`config.mk`:
```
export PLATFORM = sky130hd
export DESIGN_NAME = image_sharpening_flat
export DESIGN_NICKNAME = d
export VERILOG_FILES = /design/src/rtl/image_sharpening_if.sv /design/src/rtl/image_sharpening.sv /design/src/flat_wrapper.sv
export SDC_FILE = /design/constraint.sdc
export NUM_CORES = 2
export LEC_CHECK = 0
export ABC_AREA = 0
export CORE_MARGIN = 5
export CORE_UTILIZATION = 35
export CTS_BUF_LIST = sky130_fd_sc_hd__clkbuf_4 sky130_fd_sc_hd__clkbuf_8 sky130_fd_sc_hd__clkbuf_16
export CTS_CLUSTER_DIAMETER = 100
export DETAILED_ROUTE_END_ITERATION = 10
export GPL_ROUTABILITY_DRIVEN = 0
export GPL_TIMING_DRIVEN = 0
export PLACE_DENSITY_LB_ADDON = 0.3
export REMOVE_ABC_BUFFERS = 1
export SLEW_MARGIN = 20
export SYNTH_ARGS = -nofsm -noshare
export SYNTH_HDL_FRONTEND = slang
export SYNTH_SLANG_ARGS = --single-unit
```
`constraint.sdc`:
```
create_clock -name clk -period 6.4 [get_ports clk]
set_input_delay 1.28 -clock clk [delete_from_list [all_inputs] [get_ports clk]]
set_output_delay 1.28 -clock clk [all_outputs]
set_load 0.02 [all_outputs]
```
`src/rtl/image_sharpening_if.sv`:
```
// Pixel stream bundle between the source/sink side and the sharpening filter.
interface image_sharpening_if #(
   parameter int unsigned PIX_W = 8,
   parameter int unsigned OUT_W = 10
);
   logic        [PIX_W-1:0] input_img;
   logic signed [OUT_W-1:0] sharpend_img;
   logic                    en_out;

   // Source/sink side: drives pixels, observes results
   modport master (
      output input_img,
      input  sharpend_img,
      input  en_out
   );

   // Filter side: consumes pixels, produces results
   modport slave (
      input  input_img,
      output sharpend_img,
      output en_out
   );
endinterface

```
`src/rtl/image_sharpening.sv`:
```
// Streaming 3x3 Laplacian sharpening filter: one pixel in and one saturated
// signed result out per clock, processing exactly one frame per reset.
module image_sharpening #(
   parameter int unsigned WIDTH  = 128,
   parameter int unsigned HEIGHT = 128,
   parameter int unsigned PIX_W  = 8,
   parameter int unsigned OUT_W  = 10
) (
   input  logic               clk,
   input  logic               rst_n,
   image_sharpening_if.slave  bus
);

   localparam int unsigned FRAME     = WIDTH * HEIGHT;
   localparam int unsigned DEPTH     = 2 * WIDTH + 1;
   localparam int unsigned FILL_EDGE = WIDTH + 1;
   localparam int unsigned LAST_EDGE = FRAME + WIDTH;
   localparam int unsigned CNT_W     = $clog2(LAST_EDGE + 2);
   localparam int unsigned COL_W     = $clog2(WIDTH);
   localparam int unsigned ROW_W     = $clog2(HEIGHT);
   localparam int unsigned SUM_W     = PIX_W + 4;

   localparam logic signed [SUM_W-1:0] SAT_MAX = SUM_W'((2 ** (OUT_W - 1)) - 1);
   localparam logic signed [SUM_W-1:0] SAT_MIN = SUM_W'(-(2 ** (OUT_W - 1)));

   typedef enum logic [1:0] {
      S_CAPTURE = 2'd0,
      S_FLUSH   = 2'd1,
      S_DONE    = 2'd2
   } state_t;

   state_t                  r_state;
   state_t                  w_next_state;
   logic [CNT_W-1:0]        r_ecnt;
   logic [COL_W-1:0]        r_col;
   logic [ROW_W-1:0]        r_row;
   logic [PIX_W-1:0]        r_line [DEPTH];
   logic signed [OUT_W-1:0] r_pix;
   logic                    r_en;

   logic                    w_shift;
   logic                    w_sample;
   logic                    w_emit;
   logic signed [SUM_W-1:0] w_c;
   logic signed [SUM_W-1:0] w_n;
   logic signed [SUM_W-1:0] w_s;
   logic signed [SUM_W-1:0] w_w;
   logic signed [SUM_W-1:0] w_e;
   logic signed [SUM_W-1:0] w_sum;
   logic signed [SUM_W-1:0] w_clamp;

   // State register
   always_ff @(posedge clk or negedge rst_n) begin
      if (!rst_n) begin
         r_state <= S_CAPTURE;
      end else begin
         r_state <= w_next_state;
      end
   end

   // Next state: leave capture on the last sampled pixel, finish on the last output
   always_comb begin
      w_next_state = r_state;
      case (r_state)
         S_CAPTURE: if (r_ecnt == CNT_W'(FRAME - 1)) w_next_state = S_FLUSH;
         S_FLUSH:   if (r_ecnt == CNT_W'(LAST_EDGE)) w_next_state = S_DONE;
         S_DONE:    w_next_state = S_DONE;
         default:   w_next_state = S_CAPTURE;
      endcase
   end

   // Per-state controls; results start once the delay line holds a full south neighbour
   always_comb begin
      w_shift  = 1'b0;
      w_sample = 1'b0;
      w_emit   = 1'b0;
      case (r_state)
         S_CAPTURE: begin
            w_shift  = 1'b1;
            w_sample = 1'b1;
            w_emit   = (r_ecnt >= CNT_W'(FILL_EDGE));
         end
         S_FLUSH: begin
            w_shift  = 1'b1;
            w_emit   = (r_ecnt >= CNT_W'(FILL_EDGE));
         end
         default: begin
            w_shift  = 1'b0;
         end
      endcase
   end

   // Edge counter since reset release; frozen once the frame is done
   always_ff @(posedge clk or negedge rst_n) begin
      if (!rst_n) begin
         r_ecnt <= '0;
      end else if (w_shift) begin
         r_ecnt <= r_ecnt + CNT_W'(1);
      end
   end

   // Pixel delay line; zeros are shifted in during flush
   always_ff @(posedge clk or negedge rst_n) begin
      if (!rst_n) begin
         for (int i = 0; i < DEPTH; i++) begin
            r_line[i] <= '0;
         end
      end else if (w_shift) begin
         r_line[0] <= w_sample ? bus.input_img : '0;
         for (int i = 1; i < DEPTH; i++) begin
            r_line[i] <= r_line[i-1];
         end
      end
   end

   // Row/column of the centre pixel whose result is produced next
   always_ff @(posedge clk or negedge rst_n) begin
      if (!rst_n) begin
         r_col <= '0;
         r_row <= '0;
      end else if (w_emit) begin
         if (r_col == COL_W'(WIDTH - 1)) begin
            r_col <= '0;
            r_row <= r_row + ROW_W'(1);
         end else begin
            r_col <= r_col + COL_W'(1);
         end
      end
   end

   // Kernel taps with zero padding at frame borders (no wrap across row ends)
   always_comb begin
      w_c = SUM_W'(r_line[WIDTH]);
      w_n = (r_row != '0)                  ? SUM_W'(r_line[2*WIDTH])   : '0;
      w_s = (r_row != ROW_W'(HEIGHT - 1))  ? SUM_W'(r_line[0])         : '0;
      w_w = (r_col != '0)                  ? SUM_W'(r_line[WIDTH + 1]) : '0;
      w_e = (r_col != COL_W'(WIDTH - 1))   ? SUM_W'(r_line[WIDTH - 1]) : '0;
   end

   // Full-precision Laplacian sharpen followed by saturation to the output range
   always_comb begin
      w_sum   = (w_c <<< 2) + w_c - w_n - w_s - w_w - w_e;
      w_clamp = w_sum;
      if (w_sum > SAT_MAX) begin
         w_clamp = SAT_MAX;
      end else if (w_sum < SAT_MIN) begin
         w_clamp = SAT_MIN;
      end
   end

   // Registered result and qualifier; result reads 0 whenever not qualified
   always_ff @(posedge clk or negedge rst_n) begin
      if (!rst_n) begin
         r_pix <= '0;
         r_en  <= 1'b0;
      end else begin
         r_pix <= w_emit ? OUT_W'(w_clamp) : '0;
         r_en  <= w_emit;
      end
   end

   assign bus.sharpend_img = r_pix;
   assign bus.en_out       = r_en;

endmodule

```
`src/flat_wrapper.sv`:
```
// flat-port wrapper written by rule: the top's interface ports become plain ports
module image_sharpening_flat 
#(
   parameter int unsigned WIDTH  = 128,
   parameter int unsigned HEIGHT = 128,
   parameter int unsigned PIX_W  = 8,
   parameter int unsigned OUT_W  = 10
)
  (clk, rst_n, bus_input_img, bus_sharpend_img, bus_en_out);
  image_sharpening_if #(.PIX_W(PIX_W), .OUT_W(OUT_W)) bus_i ();
  input  logic clk;
  input  logic rst_n;
  input wire logic [$bits(bus_i.input_img)-1:0] bus_input_img;
  output wire logic [$bits(bus_i.sharpend_img)-1:0] bus_sharpend_img;
  output wire logic [$bits(bus_i.en_out)-1:0] bus_en_out;
  assign bus_i.input_img = bus_input_img;
  assign bus_sharpend_img = bus_i.sharpend_img;
  assign bus_en_out = bus_i.en_out;
  image_sharpening #(.WIDTH(WIDTH), .HEIGHT(HEIGHT), .PIX_W(PIX_W), .OUT_W(OUT_W)) u_core (.clk(clk), .rst_n(rst_n), .bus(bus_i));
endmodule
```
==> results.txt <==
The run finished with clean final reports. Dominant synthesized flop cell: dfrtp_1. The average instance in the mapped netlist occupies 8.830 sq um.

The clock-pin slew on the worst setup and hold paths is 70 ps, and the power share of the combinational group is 0.017. The logs give 0.1151 for the overall global routing resource usage and 0 for the global-route congestion overflow total. The post-placement setup slack is 1174 ps, and the number of non-filler instances in the completed layout is 12,100.

The number of max-cap violations was 0. The logs give 5.488 mW for the power dissipated by switching net loads and 0.3628 for the relative slew slack. After the last flow step, the layout net total stands at 8,980. Switching portion of total power: 0.2046.

The fraction of layout cells with a size suffix above 1 is 0.05710. No sink is reached through more buffers than the 3 on the longest clock path. Worst-case reg-to-reg path depth: 15.

The total power divided by cell area was 290.6 mW/mm^2; the worst path setup slack after routing was 1137 ps. The initial core utilization was 0.3510. The time the final worst path needs with I/O delays and setup is 5263 ps. The clock arrives with 41.49 ps of skew. The relative area change from synthesis to final layout was 15.80%. Synthesis handed over a netlist of 9,027 instances. The number of storage elements in the synthesis netlist was 2,098.

In this run the count of I/O pins placed on the die edge is 21. Yosys printed 0 warnings. The ratio of routed vias to standard cells was 4.437; the wire length reported by the detailed router was 133.7 mm. For the H-tree depth, the log shows 4.

Detailed placer's ending HPWL: 80.92 mm. For the share of total power in sequential cells, the log shows 0.502. The library cell used most frequently in the layout, excluding fill and tap cells, is nand2_1. In the layout the commonest cells are 6,207 x nand2_1, 2,098 x dfrtp_1, 218 x clkbuf_16. Clock tree synthesis found a total of 2,098 sinks. The quantity of I/O buffers inserted on ports is 20, and the number of DRC markers after the initial detailed-route iteration is 3,758. The start-to-end type of the worst setup path was reg2reg. At the pin with the least slew margin, the transition time is 955.7 ps. The category of the worst setup path capture point is a flip-flop.

The wire length of the first global-routing pass is 243.1 mm. Data on the critical path is required at its endpoint by 7030 ps. For the summed negative setup slack over all endpoints, the log shows 0 ps. Cell internal power was estimated by the tool at 21.33 mW. The worst path arrival time was 5890 ps; the remaining routing DRC violations was 0. The logs give 0 for the number of slew-limit violations in the final report and 0 for the hold violation count in the final report.

The vertical die dimension is 487.2 um, and the floorplan die area is 0.2374 sq mm. The analysis attributes to cell leakage a power of 51.60 nW. Setup repair after global routing left no endpoint under its margin.

The post-synthesis simple-gate area fraction is 0.2971, and the post-synthesis mux area share is 0. The via count of the first global-routing pass was 53,900. The initial antenna violation count is 1, and the number of buffers inserted by post-CTS setup repair is 0.

The setup violation total in the final timing report is 0. The xor/xnor cell area share of the yosys netlist is 0.004286, and the wire length per cell is 11.05 um. The cell area reported after detailed placement is 0.08479 sq mm.

The run gives 0 as the number of gates given a new drive strength after cts. The root buffer cell chosen for the clock tree is clkbuf_16. Once placement completed, the tool counted placed cells totaling 11,720. The number of cell rows is 175, and the area of all placed cells without fillers is 0.09230 sq mm.

Entering global routing, the biggest net connects 148 pins. The fraction of synthesis flops using an asynchronous set or reset pin came out at 1.000. After synthesis, the largest family of logic cells by area is simple AND/OR/NAND/NOR gates. The clock reaches the later pin of the worst-skew pair after 810 ps. The remaining antenna violation count is 0, and the synthesized area is 0.07971 sq mm.

The fraction of the mapped netlist area in compound gates was 0.005761; the final cycle utilization of the critical path was 0.8223. The synthesized netlist contains 49 unique library cells. Based on the critical path, the design can be clocked at up to 190.0 MHz.

Across the VDD grid, the largest voltage drop is 0.0002604 V. The adder and majority gate portion of the synthesized area came out at 0.01020. TritonCTS built the clock tree.

For the total core area, the log shows 0.2271 sq mm. The part of the power in the clock network was 0.481; the total via count in the routed design was 53,680. The tools report the sort of element at the start of the critical path as a flip-flop.

The biggest fanout along the worst timing path is 9, and the clock buffer count from CTS is 212. For this run, the detailed router's first-pass iteration total came to 7. The count of flip-flops with a built-in enable after synthesis came out at 0. The sequential element share of the synthesized area was 0.6587; the chip width was 487.2 um. For the cts-stage hold buffer count, the log shows 0. The path class of the tightest hold or removal check is in2async. Hold timing on the final database bottoms out at a slack of 290.6 ps.
[cell usage after synthesis (2+ instances only)]
library cell | number | area (sq um)
a22o_1 | 8 | 70.07
o31ai_4 | 2 | 42.54
dfrtp_1 | 2098 | 52500
fa_1 | 25 | 500.5
or3_1 | 2 | 12.51
o21ai_0 | 11 | 55.05
nor3_1 | 4 | 20.02
and2_1 | 12 | 75.07
and3_1 | 5 | 31.28
inv_1 | 44 | 165.2
xnor2_1 | 31 | 271.5
xor2_1 | 8 | 70.07
a21o_1 | 2 | 15.01
clkbuf_1 | 446 | 1674
buf_1 | 12 | 45.04
nand4_1 | 6 | 37.54
o21bai_1 | 2 | 15.01
a21oi_1 | 22 | 110.1
or2_2 | 2 | 12.51
nand2b_1 | 2 | 12.51
nor2_1 | 16 | 60.06
nand2_1 | 6207 | 23300
ha_1 | 25 | 312.8
nor4b_1 | 2 | 17.52
nand3_1 | 7 | 35.03
o21a_1 | 3 | 22.52
[path summary, 6_finish.rpt]
path / slack (ps) / to / from
min in group clk: 440 / u_core.r_line[1037] / u_core.r_line[1045]
min reg2reg: 440 / u_core.r_line[1037] / u_core.r_line[1045]
max reg2reg: 1140 / u_core.bus.sharpend_img[1] / u_core.r_col[0]
max in group asynchronous: 2920 / u_core.r_line[1637] / rst_n
max: 1140 / u_core.bus.sharpend_img[1] / u_core.r_col[0]
min: 290 / u_core.r_line[488] / rst_n
[area by class of cell]
| cell class | count | area, sq um |
|---|---|---|
| diodes | 1 | 2.502 |
| repair buffers | 139 | 3043 |
| flip-flops and latches | 2098 | 52500 |
| fillers | 21880 | 134800 |
| clock inverters | 56 | 765.7 |
| well taps | 3009 | 3765 |
| inverters | 45 | 171.4 |
| multi-input cells | 6424 | 25310 |
| clock buffers | 328 | 6744 |
[registers in the layout, indices dropped and copies added (netlist names)]
signal	flops
u_core.bus.en_out	1
u_core.bus.sharpend_img	10
u_core.r_col	7
u_core.r_ecnt	15
u_core.r_line	2056
u_core.r_row	7
u_core.r_state	2
[logic make-up after synthesis]
group | after synthesis
AO/OA/AOI/OAI | 62
XOR/XNOR | 39
adder cells (fa/ha/maj) | 50
buffers and inverters | 505
flip-flops | 2098
AND/OR/NAND/NOR | 6273
[stage by stage]
step	utilization	power, mW
after global routing	0.4065	27.95
final	0.4065	26.82
after floorplan	-	13.85
after CTS	0.4065	27.34
after detailed placement	0.3734	14.19
after global placement	0.3608	14.22
[worst max-delay path: stages, from the launching register on]
cell,delay (ps)
dfrtp_1,420
inv_1,70
ha_1,140
nor4b_1,240
nand2_1,310
nand2_1,170
fa_1,450
fa_1,580
fa_1,470
fa_1,440
a21oi_1,270
o21a_1,160
o21ai_1,120
o211ai_1,580
nand2_1,120
a21oi_1,540
[metal layers]
layer	share of wire	GRT usage	up-vias
met5	0	0	-
met1	0.46	0.1423	26200
met3	0.030	0.02134	190
met2	0.49	0.2049	411
li1	-	-	26880
met4	0.023	0.03381	0
[power by group through the flow]
stage | clock [mW] | sequential, mW | combinational (mW)
global placement | 0 | 13.8 | 0.405
global route | 13.9 | 13.5 | 0.553
detailed placement | 0 | 13.7 | 0.484
CTS | 13.4 | 13.5 | 0.486
finish | 12.9 | 13.5 | 0.454
floorplan | 0 | 13.7 | 0.160
(Power assumes the default switching activity.)
